File: src/rtl/alu_pkg.sv
// Shared types for the multicycle ALU: operation codes, branch opcodes, FSM states.
// Mul/div support is compiled in only when MULTICYCLE_ALU_MULDIV_EN is defined.
package alu_pkg;

  typedef enum logic [3:0] {
    ALU_AND   = 4'b0000,
    ALU_OR    = 4'b0001,
    ALU_ADD   = 4'b0010,
    ALU_PZ    = 4'b0011,
    ALU_XOR   = 4'b0100,
    ALU_NOR   = 4'b0101,
    ALU_SUB   = 4'b0110,
    ALU_SLTU  = 4'b0111,
    ALU_MULT  = 4'b1000,
    ALU_MULTU = 4'b1001,
    ALU_DIV   = 4'b1010,
    ALU_DIVU  = 4'b1011,
    ALU_SLT   = 4'b1111
  } alu_op_e;

  localparam logic [5:0] OP_BEQ  = 6'b000100;
  localparam logic [5:0] OP_BNE  = 6'b000101;
  localparam logic [5:0] OP_BLEZ = 6'b000110;
  localparam logic [5:0] OP_BGTZ = 6'b000111;

  typedef enum logic [1:0] {
    IDLE = 2'd0,
    MUL  = 2'd1,
    DIV  = 2'd2,
    DONE = 2'd3
  } alu_state_e;

  function automatic logic is_muldiv(input logic [3:0] c);
    return c[3:2] == 2'b10;
  endfunction

endpackage

File: src/rtl/muldiv_iter.sv
// Iterative unsigned shift-add multiplier / restoring divider core.
// hi_o/lo_o show the values after the current step so the caller can latch on the last one.
module muldiv_iter
  import alu_pkg::*;
#(
  parameter int WIDTH = 32
) (
  input  logic             clk,
  input  logic             reset,
  input  logic             load_i,
  input  logic             step_i,
  input  logic             div_i,
  input  logic [WIDTH-1:0] a_i,
  input  logic [WIDTH-1:0] b_i,
  output logic [WIDTH-1:0] hi_o,
  output logic [WIDTH-1:0] lo_o,
  output logic             last_o
);

  localparam int CW = $clog2(WIDTH);

  logic [WIDTH-1:0] acc_q, acc_d;
  logic [WIDTH-1:0] lo_q, lo_d;
  logic [WIDTH-1:0] b_q;
  logic [CW-1:0]    cnt_q;
  logic [WIDTH:0]   sum;
  logic [WIDTH:0]   t;

  // One iteration: add-and-shift-right for mul, shift-left-and-subtract for div.
  always_comb begin
    acc_d = acc_q;
    lo_d  = lo_q;
    sum   = {1'b0, acc_q} + (lo_q[0] ? {1'b0, b_q} : '0);
    t     = {acc_q, lo_q[WIDTH-1]};
    if (div_i) begin
      if (t >= {1'b0, b_q}) begin
        acc_d = WIDTH'(t - {1'b0, b_q});
        lo_d  = {lo_q[WIDTH-2:0], 1'b1};
      end else begin
        acc_d = t[WIDTH-1:0];
        lo_d  = {lo_q[WIDTH-2:0], 1'b0};
      end
    end else begin
      acc_d = sum[WIDTH:1];
      lo_d  = {sum[0], lo_q[WIDTH-1:1]};
    end
  end

  // Operand latch on load, then one bit per step with a down-counter.
  always_ff @(posedge clk or posedge reset) begin
    if (reset) begin
      acc_q <= '0;
      lo_q  <= '0;
      b_q   <= '0;
      cnt_q <= '0;
    end else if (load_i) begin
      acc_q <= '0;
      lo_q  <= a_i;
      b_q   <= b_i;
      cnt_q <= CW'(WIDTH - 1);
    end else if (step_i) begin
      acc_q <= acc_d;
      lo_q  <= lo_d;
      cnt_q <= cnt_q - 1'b1;
    end
  end

  assign hi_o   = acc_d;
  assign lo_o   = lo_d;
  assign last_o = (cnt_q == '0);

endmodule

File: src/rtl/multicycle_alu.sv
// Registered ALU with ready/start/valid_out handshake and branch-condition flag.
// Define MULTICYCLE_ALU_MULDIV_EN to build the iterative MULT/MULTU/DIV/DIVU path.
module multicycle_alu
  import alu_pkg::*;
#(
  parameter int WIDTH = 32
) (
  input  logic             clk,
  input  logic             reset,
  input  logic             start,
  input  logic [5:0]       opcode,
  input  logic [3:0]       alu_control,
  input  logic [WIDTH-1:0] src_a,
  input  logic [WIDTH-1:0] src_b,
  output logic             ready,
  output logic             valid_out,
  output logic [WIDTH-1:0] alu_result,
  output logic [WIDTH-1:0] hi_result,
  output logic             zero
);

  alu_state_e       state_q;
  logic             ready_q;
  logic             valid_q;
  logic [WIDTH-1:0] res_q;
  logic [WIDTH-1:0] hi_q;
  logic             zero_q;
  logic [WIDTH-1:0] res1_d;
  logic [WIDTH-1:0] hi1_d;

  function automatic logic br_zero(
    input logic [5:0]       opc,
    input logic             pz,
    input logic [WIDTH-1:0] res,
    input logic [WIDTH-1:0] a
  );
    if (opc == OP_BEQ)       return res == '0;
    else if (opc == OP_BNE)  return res != '0;
    else if (opc == OP_BLEZ) return a[WIDTH-1] || (a == '0);
    else if (opc == OP_BGTZ) return !a[WIDTH-1] && (a != '0);
    else                     return pz;
  endfunction

`ifdef MULTICYCLE_ALU_MULDIV_EN
  logic                 dz;
  logic                 sgn;
  logic [WIDTH-1:0]     a_mag;
  logic [WIDTH-1:0]     b_mag;
  logic                 md_load;
  logic                 md_step;
  logic [WIDTH-1:0]     md_hi;
  logic [WIDTH-1:0]     md_lo;
  logic                 md_last;
  logic [5:0]           opc_q;
  logic [WIDTH-1:0]     a_q;
  logic                 div_q;
  logic                 negq_q;
  logic                 negr_q;
  logic [2*WIDTH-1:0]   prod;
  logic [WIDTH-1:0]     md_res;
  logic [WIDTH-1:0]     md_rem;

  assign dz      = (alu_control[3:1] == 3'b101) && (src_b == '0);
  assign sgn     = !alu_control[0];
  assign a_mag   = (sgn && src_a[WIDTH-1]) ? -src_a : src_a;
  assign b_mag   = (sgn && src_b[WIDTH-1]) ? -src_b : src_b;
  assign md_load = (state_q == IDLE) && start && is_muldiv(alu_control) && !dz;
  assign md_step = (state_q == MUL) || (state_q == DIV);

  muldiv_iter #(.WIDTH(WIDTH)) u_md (
    .clk    (clk),
    .reset  (reset),
    .load_i (md_load),
    .step_i (md_step),
    .div_i  (state_q == DIV),
    .a_i    (a_mag),
    .b_i    (b_mag),
    .hi_o   (md_hi),
    .lo_o   (md_lo),
    .last_o (md_last)
  );

  // Restore signs on the magnitude result of the final iteration.
  always_comb begin
    prod   = {md_hi, md_lo};
    md_res = md_lo;
    md_rem = md_hi;
    if (div_q) begin
      md_res = negq_q ? -md_lo : md_lo;
      md_rem = negr_q ? -md_hi : md_hi;
    end else begin
      if (negq_q) prod = -prod;
      md_res = prod[WIDTH-1:0];
      md_rem = prod[2*WIDTH-1:WIDTH];
    end
  end
`endif

  // Single-cycle results; divide by zero also resolves here.
  always_comb begin
    res1_d = '0;
    hi1_d  = '0;
    case (alu_control)
      ALU_AND:  res1_d = src_a & src_b;
      ALU_OR:   res1_d = src_a | src_b;
      ALU_ADD:  res1_d = src_a + src_b;
      ALU_XOR:  res1_d = src_a ^ src_b;
      ALU_NOR:  res1_d = ~(src_a | src_b);
      ALU_SUB:  res1_d = src_a - src_b;
      ALU_SLTU: res1_d = {{(WIDTH-1){1'b0}}, src_a < src_b};
      ALU_SLT:  res1_d = {{(WIDTH-1){1'b0}},
                          $signed(src_a) < $signed(src_b)};
      default:  res1_d = '0;
    endcase
`ifdef MULTICYCLE_ALU_MULDIV_EN
    if (dz) begin
      res1_d = '1;
      hi1_d  = src_a;
    end
`endif
  end

  // Control FSM with registered handshake and result outputs.
  always_ff @(posedge clk or posedge reset) begin
    if (reset) begin
      state_q <= IDLE;
      ready_q <= 1'b1;
      valid_q <= 1'b0;
      res_q   <= '0;
      hi_q    <= '0;
      zero_q  <= 1'b0;
`ifdef MULTICYCLE_ALU_MULDIV_EN
      opc_q   <= '0;
      a_q     <= '0;
      div_q   <= 1'b0;
      negq_q  <= 1'b0;
      negr_q  <= 1'b0;
`endif
    end else begin
      valid_q <= 1'b0;
      case (state_q)
        IDLE: begin
          if (start) begin
            ready_q <= 1'b0;
`ifdef MULTICYCLE_ALU_MULDIV_EN
            opc_q  <= opcode;
            a_q    <= src_a;
            div_q  <= alu_control[1];
            negq_q <= sgn & (src_a[WIDTH-1] ^ src_b[WIDTH-1]);
            negr_q <= sgn & src_a[WIDTH-1];
            if (md_load) begin
              state_q <= alu_control[1] ? DIV : MUL;
            end else
`endif
            begin
              res_q   <= res1_d;
              hi_q    <= hi1_d;
              zero_q  <= br_zero(opcode, alu_control == ALU_PZ,
                                 res1_d, src_a);
              valid_q <= 1'b1;
              state_q <= DONE;
            end
          end
        end
`ifdef MULTICYCLE_ALU_MULDIV_EN
        MUL, DIV: begin
          if (md_last) begin
            res_q   <= md_res;
            hi_q    <= md_rem;
            zero_q  <= br_zero(opc_q, 1'b0, md_res, a_q);
            valid_q <= 1'b1;
            state_q <= DONE;
          end
        end
`endif
        DONE: begin
          ready_q <= 1'b1;
          state_q <= IDLE;
        end
        default: state_q <= IDLE;
      endcase
    end
  end

  assign ready      = ready_q;
  assign valid_out  = valid_q;
  assign alu_result = res_q;
  assign hi_result  = hi_q;
  assign zero       = zero_q;

endmodule

File: config.mk
export PLATFORM = sky130hd
export DESIGN_NAME = multicycle_alu
export DESIGN_NICKNAME = d
export VERILOG_FILES = /design/src/rtl/alu_pkg.sv /design/src/rtl/muldiv_iter.sv /design/src/rtl/multicycle_alu.sv
export SDC_FILE = /design/constraint.sdc
export NUM_CORES = 1
export LEC_CHECK = 0
export CAP_MARGIN = 15
export CORE_ASPECT_RATIO = 1.75
export CORE_MARGIN = 2
export CORE_UTILIZATION = 50
export CTS_BUF_LIST = sky130_fd_sc_hd__clkbuf_16
export CTS_CLUSTER_SIZE = 12
export DETAILED_ROUTE_END_ITERATION = 10
export GPL_TIMING_DRIVEN = 0
export PLACE_DENSITY_LB_ADDON = 0.12
export SYNTH_ARGS = -nofsm -noshare
export SYNTH_HDL_FRONTEND = slang
export SYNTH_SLANG_ARGS = --single-unit
export TNS_END_PERCENT = 50
File: constraint.sdc
create_clock -name clk -period 1.8 [get_ports clk]
set_input_delay 0.18 -clock clk [delete_from_list [all_inputs] [get_ports clk]]
set_output_delay 0.18 -clock clk [all_outputs]
set_load 0.005 [all_outputs]
==> summary.txt <==
STA
  • Final WS setup: -1895 ps
  • Setup TNS: -23050 ps
  • Final setup viols: 34
  • Max-slew violations: 0
  • Peak Freq: roughly 270 MHz
  • Max-slew headroom: 50.22%
  • Tcrit/Tclk final: 205.3%
  • Final Hold Slack: 307.8 ps
  • RSZ-0062 raised after global routing: true
  • Final hold viol count: 0
  • Final clock skew: 4.428 ps
  • Slew at the pin closest to its max-slew limit: around 740 ps
  • Tmin final: around 3700 ps

Power
  • Logic pwr share: about 70%
  • Cell Int Power: about 3.4 mW
  • NetSw: 2.782 mW
  • Clock power share: around an eighth
  • Switching share of power: roughly 45%
  • PwrDens: 495.3 nW/um^2
  • Peak supply drop: 0.4063 mV
  • Reg power frac: 16.7%
  • Leakage power: 5.366 nW

Synth
  • Synth cell types: 84
  • Most frequent cells after synthesis: nand2_1 (107), nor2_1 (100), ha_1 (97), inv_1 (94), a21oi_1 (85)
  • Synth area leaders: ha_1 (16%), dfrtp_1 (11%), a21oi_1 (5.5%)
  • Cells after Synth: between 1000 and 1500
  • Yosys warns: 0
  • Post-synthesis sequential area ratio: 11.62%
  • Most frequent cell after synthesis: nand2_1
  • Yosys top cell area share: 15.63%
  • EDFF count, synth: 0
  • Main synth FF type: dfrtp_1
  • Asr flop ratio synth: 100.0%
  • Register bit total from synthesis: 36
  • Synth area leader: ha_1
  • Synth Cell Area: 7764 sq um
  • Avg Inst Size Synth: 6.994 sq um

Clock network
  • Largest buffer count on any clock path: 2
  • H-tree Lvls: 2
  • Sink Count: 36
  • Clk pin slew, worst setup/hold paths: approximately 50 ps
  • Root buffer cell: clkbuf_16
  • CTS Hold Buffers Added: 0
  • CTS buffer count: 5
  • CTS tree: built
  • Clk_lat worst skew: 270 ps

Drt
  • Initial DRC count: 922
  • DR pass1 iterations: 6
  • Drt via density: 6.864
  • Drt drc: 0
  • DR WL/cell: 26.76 um
  • WL final: 41.95 mm
  • DRT antenna net count: 0
  • DR vias: approximately 11000

GRT
  • Initial antenna violation count: 1
  • Gr ovfl total: 0
  • Global Route Usage Sum: 46.63%
  • Vias in the first global route: 10560
  • Largest net degree at the start of global routing: 22
  • First-pass GRT wire length: 59.43 mm

Worst setup path
  • CP startpoint kind: input port
  • Critical path's top delay family: simple AND/OR/NAND/NOR gates
  • Levels on crit path: 13
  • Crit end category: flip-flop
  • Buf+Inv Stages, Crit Path: 2
  • Worst Path Max Fanout: 6
  • Reg2reg setup slack: -220 ps
  • Crit-path max cell delay: ~570 ps
  • FF-to-FF path depth: 6
  • Worst R2R End: alu_result[20]$_DFFE_PP0P_
  • CP max stage cell: or4b_4
  • Worst EP required: a little under 2000 ps
  • Crit path arrival time: slightly below 4000 ps
  • R2R Path Start: state_q[0]$_DFFE_PP0P_
  • Setup CP Type: in -> reg
  • Worst path cell trace: clkdlybuf4s15_1 -> inv_1 -> ha_4 -> or2_4 -> or3_4 -> a311oi_4 -> o311a_1 -> o41ai_4 -> or4b_4 -> or4_4 -> nor3_4 -> and3_4 -> nor3_2

Status
  • Failing checks: setup timing
  • Status: finished, violations left

Placement
  • DPL Wire Length: 28.72 mm
  • DP Cell Count: 1438
  • Placer Congestion: 1.085
  • Port Buffer Count: 110
  • Post-Place Cell Area: 9748 sq um

Final layout
  • Antenna cells: 0
  • P&R area growth vs syn: 60.34%
  • Finished Layout Cells: between 1500 and 2000
  • Final net count: 1557
  • Final core occ: about four fifths
  • Fraction of layout cells with a size suffix above 1: between 30% and 40%
  • Fin area: 12450 sq um

Die
  • Core footprint: ~15000 sq um
  • Row Count: 60
  • Die ar.: 16580 sq um
  • Die H: between 150 and 200 um
  • I/O pin total: 144
  • Starting Density: 50.69%
  • Die width: 98.20 um

Hold path
  • Worst hold path class: in -> async

Flow run
  • Max-cap violation count: 0
[worst max path at each step]
stage                        start                to  slack (ps)
floorplan                 src_a[0]  zero$_DFFE_PP0P_       -1550
global placement    alu_control[1]  zero$_DFFE_PP0P_       -3100
detailed placement  alu_control[1]  zero$_DFFE_PP0P_       -3070
CTS                       src_b[0]  zero$_DFFE_PP0P_       -1730
global route              src_b[0]  zero$_DFFE_PP0P_       -1940
finish                   src_a[25]  zero$_DFFE_PP0P_       -1890
[cell usage in the layout (no fill, tap or decap), drive strengths merged, types with 7 or more instances in the layout]
cell type,synthesis,layout
clkbuf,49,49
or2,8,8
clkdlybuf4s50,0,51
nand2,107,107
buf,47,215
a21oi,85,85
o21a,10,10
a211oi,13,13
o21ai,73,73
a21o,18,18
xnor2,25,25
a31oi,17,17
a221oi,11,11
a211o,9,9
nor2,100,100
nand3,21,21
a221o,8,8
nor2b,13,13
nand4,17,17
a311oi,7,7
nand2b,14,14
ha,97,97
dlygate4sd2,0,12
o211ai,20,20
o21bai,9,9
o31ai,16,16
and3,7,7
a22oi,15,15
nor4,15,15
conb,1,32
nor3,22,22
inv,94,93
dfrtp,35,35
[power groups by stage]
stage / Sequential, mW / Combinational, mW / Clock [mW]
floorplan: 1.04 / 1.82 / 0
global placement: 1.04 / 2.99 / 0
detailed placement: 1.04 / 3.02 / 0
CTS: 1.03 / 3.79 / 0.810
global route: 1.04 / 4.50 / 0.853
finish: 1.03 / 4.34 / 0.798
[repair_timing]
action | in CTS | in global routing
gates resized for setup | 501 | 123
pin swaps | 98 | 56
setup endpoints to repair | 33 | 34
setup buffers | 103 | 30
[worst register-to-register path: stages (launching register included)]
cell and delay (ps):
dfrtp_1 370, nand2b_1 130, buf_2 180, inv_1 130
clkbuf_1 440, clkbuf_1 420, a31oi_1 180
[final cells by class]
cell class,count,area [sq um]
buffer,87,739.5
clock buffer,5,125.1
clock inverter,3,11.26
fill,1015,2867
inverter,94,406.6
multi-input combinational,915,7914
sequential,36,902.1
tap,186,232.7
timing repair buffer,242,2117
[sequential cells by signal (all words and copies together), names as in the netlist]
signal      cells
alu_result     32
ready           1
state_q         1
valid_out       1
zero            1
[metrics by stage]
| stage | total power [mW] | setup slack (ps) |
|---|---|---|
| finish | 6.166 | -1895 |
| global route | 6.395 | -1945 |
| CTS | 5.631 | -1734 |
| detailed placement | 4.061 | -3068 |
| global placement | 4.025 | -3102 |
| floorplan | 2.859 | -1548 |
[layer usage]
metal	part of all wire, %	GRT usage (%)	routed length (um)	vias to the layer above
met5	0	0	0	-
met3	10	10.73	4292	394
met2	46	78.92	19430	903
met1	30	45.51	12790	4933
met4	13	45.50	5443	0
li1	-	-	-	4533
[cells by family (layout without fill, tap and decap cells)]
group / count (synthesis) / in the layout / share of synthesized area (%)
simple gates: 365 / 365 / 23.14
compound gates: 383 / 383 / 33.70
buf+inv: 190 / 431 / 11.01
xor+xnor: 25 / 25 / 2.820
fa+ha+maj: 99 / 99 / 16.15
flops: 36 / 36 / 11.62
mux: 11 / 11 / 1.515
other cells: 1 / 32 / 0.04830
Note: power is estimated with default switching activity, not from simulation.
